$ cat src/rtl/bus_txn_queue.sv
// Bus transaction queue: packs {rw, addr, data} per accepted request into a show-ahead FIFO
// and tags each entry with a wrapping sequence number.
module bus_txn_queue #(
  parameter int unsigned AW    = 12,
  parameter int unsigned DW    = 12,
  parameter int unsigned DEPTH = 4,
  parameter int unsigned TAG_W = 4,
  localparam int unsigned PW   = 1 + AW + DW,
  localparam int unsigned CW   = $clog2(DEPTH) + 1
) (
  input  logic             clk_i,
  input  logic             rst_ni,
  input  logic             flush_i,
  input  logic             in_valid_i,
  output logic             in_ready_o,
  input  logic             in_rw_i,
  input  logic [AW-1:0]    in_addr_i,
  input  logic [DW-1:0]    in_data_i,
  output logic             out_valid_o,
  input  logic             out_ready_i,
  output logic [PW-1:0]    out_word_o,
  output logic [TAG_W-1:0] out_tag_o,
  output logic [CW-1:0]    count_o
);

  localparam int unsigned PtrW = $clog2(DEPTH);
  localparam logic [CW-1:0] Full = CW'(DEPTH);

  logic [PW-1:0]    mem_q [DEPTH];
  logic [TAG_W-1:0] tag_mem_q [DEPTH];

  logic [PtrW-1:0]  rd_ptr_q, rd_ptr_d;
  logic [PtrW-1:0]  wr_ptr_q, wr_ptr_d;
  logic [CW-1:0]    count_q, count_d;
  logic [TAG_W-1:0] tag_cnt_q, tag_cnt_d;

  logic push, pop;

  // Handshake readiness depends on occupancy only, never on the opposite side.
  assign in_ready_o  = (count_q != Full);
  assign out_valid_o = (count_q != '0);
  assign push        = in_valid_i & in_ready_o;
  assign pop         = out_valid_o & out_ready_i;

  assign out_word_o  = out_valid_o ? mem_q[rd_ptr_q]     : '0;
  assign out_tag_o   = out_valid_o ? tag_mem_q[rd_ptr_q] : '0;
  assign count_o     = count_q;

  always_comb begin
    rd_ptr_d  = rd_ptr_q;
    wr_ptr_d  = wr_ptr_q;
    count_d   = count_q;
    tag_cnt_d = tag_cnt_q;
    if (flush_i) begin
      // Flush drops the offered push too; the tag counter keeps running across flushes.
      rd_ptr_d = '0;
      wr_ptr_d = '0;
      count_d  = '0;
    end else begin
      if (push) begin
        wr_ptr_d  = wr_ptr_q + PtrW'(1);
        tag_cnt_d = tag_cnt_q + TAG_W'(1);
      end
      if (pop) begin
        rd_ptr_d = rd_ptr_q + PtrW'(1);
      end
      unique case ({push, pop})
        2'b10:   count_d = count_q + CW'(1);
        2'b01:   count_d = count_q - CW'(1);
        default: count_d = count_q;
      endcase
    end
  end

  always_ff @(posedge clk_i or negedge rst_ni) begin
    if (!rst_ni) begin
      rd_ptr_q  <= '0;
      wr_ptr_q  <= '0;
      count_q   <= '0;
      tag_cnt_q <= '0;
    end else begin
      rd_ptr_q  <= rd_ptr_d;
      wr_ptr_q  <= wr_ptr_d;
      count_q   <= count_d;
      tag_cnt_q <= tag_cnt_d;
    end
  end

  // Storage needs no reset: entries are only visible once counted.
  always_ff @(posedge clk_i) begin
    if (push && !flush_i) begin
      mem_q[wr_ptr_q]     <= {in_rw_i, in_addr_i, in_data_i};
      tag_mem_q[wr_ptr_q] <= tag_cnt_q;
    end
  end

endmodule

$ cat config.mk
export PLATFORM = sky130hd
export DESIGN_NAME = bus_txn_queue
export DESIGN_NICKNAME = d
export VERILOG_FILES = /design/src/rtl/bus_txn_queue.sv
export SDC_FILE = /design/constraint.sdc
export NUM_CORES = 1
export LEC_CHECK = 0
export CELL_PAD_IN_SITES_DETAIL_PLACEMENT = 1
export CELL_PAD_IN_SITES_GLOBAL_PLACEMENT = 2
export CORE_MARGIN = 2
export CORE_UTILIZATION = 30
export CTS_CLUSTER_SIZE = 8
export DETAILED_ROUTE_END_ITERATION = 8
export GPL_TIMING_DRIVEN = 0
export PLACE_DENSITY_LB_ADDON = 0.1
export SLEW_MARGIN = 10
export SYNTH_ARGS = -nofsm -noshare
export SYNTH_HDL_FRONTEND = slang
export SYNTH_SLANG_ARGS = --single-unit
$ cat constraint.sdc
create_clock -name clk_i -period 3.6 [get_ports clk_i]
set_input_delay 0.72 -clock clk_i [delete_from_list [all_inputs] [get_ports clk_i]]
set_output_delay 0.72 -clock clk_i [all_outputs]
set_load 0.05 [all_outputs]
Word level (Yosys, flattened, before mapping)
Memories as Yosys holds them, arrays and structs flattened.
Cells that the tools add are included.
{"block": "classes", "n_eq_ne": 3, "muxes": 10, "reduce_logical": 7, "n_addsub": 5, "n_bitwise": 3}
{"op": "$mux W25", "n": 1}
{"op": "$mux W2", "n": 4}
{"op": "$pmux W3 S2", "n": 1}
{"op": "$reduce_bool A3 Y1", "n": 2}
{"op": "$add A2 B1 Y2 const B", "n": 2}
{"op": "$add A4 B1 Y4 const B", "n": 1}
{"op": "$mux W4", "n": 1}
{"op": "$reduce_bool A2 Y1", "n": 2}
{"op": "$add A3 B1 Y3 const B", "n": 1}
{"op": "$mux W3", "n": 1}
{"op": "$ne A3 B3 Y1 const B", "n": 1}
{"op": "$sub A3 B1 Y3 const B", "n": 1}
{"op": "$and A1 B1 Y1", "n": 2}
{"op": "$eq A2 B1 Y1 const B", "n": 1}
{"op": "$eq A2 B2 Y1 const B", "n": 1}
{"op": "$mux W1", "n": 2}
{"op": "$reduce_and A2 Y1", "n": 1}
{"op": "$logic_and A1 B1 Y1", "n": 1}
{"op": "$logic_not A1 Y1", "n": 1}
{"op": "$not A1 Y1", "n": 1}
{"block": "word_totals", "ff_bits": 11, "wordCells": 34, "output_inout_bits": 34, "memories": 2, "input_bits": 30, "ram_bits": 116}
{"memory": "mem_q", "depth": 4, "width": 25, "rd": 1, "rd_ports_with_merged_regs": 0, "write_ports": 1, "line": "29", "rtl": "logic [PW-1:0] mem_q [DEPTH];"}
{"memory": "tag_mem_q", "depth": 4, "width": 4, "rd": 1, "rd_ports_with_merged_regs": 0, "write_ports": 1, "line": "30", "rtl": "logic [TAG_W-1:0] tag_mem_q [DEPTH];"}

Longest topological paths before layout
{"block": "logic_depth", "depth_word": 5, "depth_mapped": 7, "depth_no_buf": 6}

Worst setup path after synthesis
No wires, ideal clock.
{"block": "synth_timing", "kind": "register to output", "from": "register count_q[1], in the netlist count_o[1]", "to": "output out_tag_o[0]", "arrival_ns": 2.176, "required_time_ns": 2.880, "n_path_buf": 2, "stages_incl_launch_ff": 5, "slack_ns": 0.704, "cell_sequence": "dfrtp_1 > buf_2 > or3_1 > clkbuf_1 > and2_1"}
{"block": "synth_between", "elab_chain_len": 2}
{"item": "start, declared", "line": "34", "rtl": "logic [CW-1:0] count_q, count_d;"}
{"item": "start signal, assigned", "line": "84", "rtl": "count_q <= count_d;"}
{"item": "$reduce_bool A3 Y1", "line": "41", "rtl": "assign out_valid_o = (count_q != '0);"}
{"item": "named net out_valid_o", "line": "19", "rtl": "output logic out_valid_o,"}
{"item": "$mux W4", "line": "46", "rtl": "assign out_tag_o = out_valid_o ? tag_mem_q[rd_ptr_q] : '0;"}
{"item": "end, declared", "line": "22", "rtl": "output logic [TAG_W-1:0] out_tag_o,"}
The timed path passes the listed nets, and every way through them passes these cells.

Worst setup path in the final report
{"block": "layout_timing", "from": "register count_q[0], in the netlist count_o[0]", "to": "output out_word_o[16]"}
{"block": "layout_between", "elab_chain_len": 2}
{"item": "$reduce_bool A3 Y1", "line": "41"}
{"item": "$mux W25", "line": "45", "rtl": "assign out_word_o = out_valid_o ? mem_q[rd_ptr_q] : '0;"}
{"item": "end, declared", "line": "21", "rtl": "output logic [PW-1:0] out_word_o,"}
No other way between the ends.

==> metrics.yaml <==
run_status:
  status: "completed"
clock_tree:
  cts.sinks: 127
  cts_buffer_depth: 2
  clkTransAtPathRegs_ps: 50
  cts_tree: "done"
  htree_levels: 4
  cts_setup_buffers: 0
  cts-buffers-inserted: 17
  clock-root-buffer: "clkbuf_16"
  clock_latency_ps: 420
grt:
  grt_pass1_wl_um: 16500
  busiest_layer: "met2"
  use_met1_pct: 15.0
  met3_usage_pct: 5.18
  grt_pass1_vias: 2863
  grtUsageTotal_pct: 12.7
  antenna_found_initial: 0
  grt_max_degree: 28
  grt_overflow: 0
  grt_use_met2_pct: 21.1
yosys:
  yosysMostFrequentCell: "edfxtp_1"
  yosys_warnings: 0
  synth_area_per_cell_um2: 19.6
  synthTopCellsByArea: "edfxtp_1 (68%), mux4_2 (13%), dfrtp_1 (5.4%), and2_1 (4.0%), ha_1 (1.2%)"
  ys_ff_latch: 127
  yosysSeqAreaShare_pct: 73.6
  syn_nets: 296
  synth_common_cells: "edfxtp_1 (116), and2_1 (33), mux4_2 (29), dfrtp_1 (11), clkbuf_1 (7)"
  synth_top_area_share_pct: 68.3
  synth_area_mm2: 0.00510
  synth_cell_types: 38
  synth_top_area_cell: "edfxtp_1"
  ys.flop_type: "edfxtp_1"
  synth_edf_count: 116
  syn_inst: 260
  async_reset_ff_share_pct: 8.66
timing:
  finalCritPeriodShare_pct: 96.9
  relSlewSlack_pct: 51.4
  hold_ws_ps: 528
  maxSlewViolCount: 0
  period_needed_ps: 3490
  hold_viol_final: 0
  rsz0062_at_grt: "yes"
  fin_worst_skew_ps: 8.12
  max_freq_mhz: 287
  tightest_slew_ps: 729
  finalSetupViolations: 0
setup_path:
  cp-start-kind: "register"
  path_max_fanout: 10
  path_class: "reg -> out"
  cp-end-kind: "output pin"
  required_ps: 2880
  cp_data_arrival_time_ps: 2770
floorplan:
  die_area_mm2: 0.0181
  io_pins: 64
  coreArea_mm2: 0.0166
  row_count: 47
  die_x_um: 134
  chipHeight_um: 134
  start_util_pct: 30.8
finish:
  design_area_mm2: 0.00669
  synthToLayoutAreaGrowth_pct: 31.0
  layout-drive-gt1-share_pct: 21.7
  utilization_pct: 40.3
  n_antenna_cell: 0
  layout.nets: 382
pwr:
  leakagePower_uw: 0.00224
  total_power_uw: 4440
  peakVddDrop_mv: 0.392
  power_density_mw_per_mm2: 664
routing:
  viasPerCell: 4.56
  wl_per_cell_um: 18.1
  first_pass_iters: 4
  drc: 0
  drt_iter0_drc: 155
  ant_nets: 0
  vias: 2639
  routed_wirelength_um: 10500
placement:
  postPlaceCellArea_mm2: 0.00610
  place_hpwl_um: 6550
  numPortBuffers: 63
  gp_congestion: 0.731
worst_hold_path:
  holdCritPathClass: "reg -> reg"
job:
  maxCapViolCount: 0
==> kinds of logic (layout without fill, tap and decap cells) <==
logic type               Yosys count  in the layout  share of synthesized area, %
multiplexers                      30             30                          13.0
adder cells (fa/ha/maj)            6              6                          1.62
flip-flops                       127            127                          73.6
XOR/XNOR                           6              6                          1.03
AND/OR/NAND/NOR                   56             56                          6.79
buffers and inverters             19            118                          1.79
AO/OA/AOI/OAI                     16             16                          2.11
==> area by class of cell <==
type                       instances  area, um^2
fill                            1642        9900
clock inverter                    13         146
timing repair buffer              67         723
tap                              220         275
buffer                            15        77.6
inverter                           4        15.0
clock buffer                      19         433
multi-input combinational        114        1260
sequential                       127        3760
==> flip-flops by register name, indices dropped and copies added (netlist names) <==
name       cells
rd_ptr_q       2
tag_cnt_q      4
mem_q        100
wr_ptr_q       2
count_o        3
tag_mem_q     16
==> power breakdown <==
group          switching (uW)  internal (uW)  total (uW)
Sequential               63.2           1720        1780
Clock                     596           1070        1670
Combinational             595            393         988
Total                    1250           3190        4440
==> path summary, 6_finish.rpt <==
path	from	endpoint	slack, ps	cells after the start
setup / recovery	count_o[0]	out_word_o[16]	110	5
hold / removal	tag_cnt_q[3]	tag_cnt_q[3]	530	1
setup reg to reg	count_o[0]	count_o[2]	1050	7
hold reg to reg	tag_cnt_q[3]	tag_cnt_q[3]	530	1
max in group asynchronous	rst_ni	rd_ptr_q[0]	2570	1
min in group asynchronous	rst_ni	wr_ptr_q[1]	660	1
==> stage by stage <==
step	setup TNS, ps	setup WS (ps)	instances
global placement	-700	-26.2	543
finish	0	113	579
global route	-373	-49.5	579
floorplan	0	704	260
CTS	0	38.1	579
detailed placement	0	510	547
==> placed cells by master (no fill, tap or decap), types with 3 or more instances in the layout <==
cell	instances
edfxtp_1	116
clkdlybuf4s50_1	61
mux4_2	29
and2_1	29
clkbuf_16	17
dfrtp_1	11
clkbuf_1	6
nor2_1	6
xor2_1	5
nand3_1	5
ha_1	5
clkinv_2	5
buf_2	4
buf_4	4
inv_1	4
and2_2	4
o21ai_0	4
bufinv_16	3
buf_12	3
==> routing by layer <==
metal | wire length (um) | vias to the layer above
met5 | 0 | -
met4 | 130 | 0
met3 | 482 | 11
met2 | 5430 | 69
met1 | 4460 | 1345
li1 | - | 1214
==> worst max-delay path, cell delays in order, from the launching register on <==
cell and delay (ps):
dfrtp_1 450, buf_4 200, or3_1 230, buf_1 430, and2_1 230, clkdlybuf4s50_1 800
==> timing repair <==
action	4_1_cts	5_1_grt
hold buffers	0	0
setup endpoints to repair	0	27
resized for setup	0	6
Note: power is estimated with default switching activity, not from simulation.
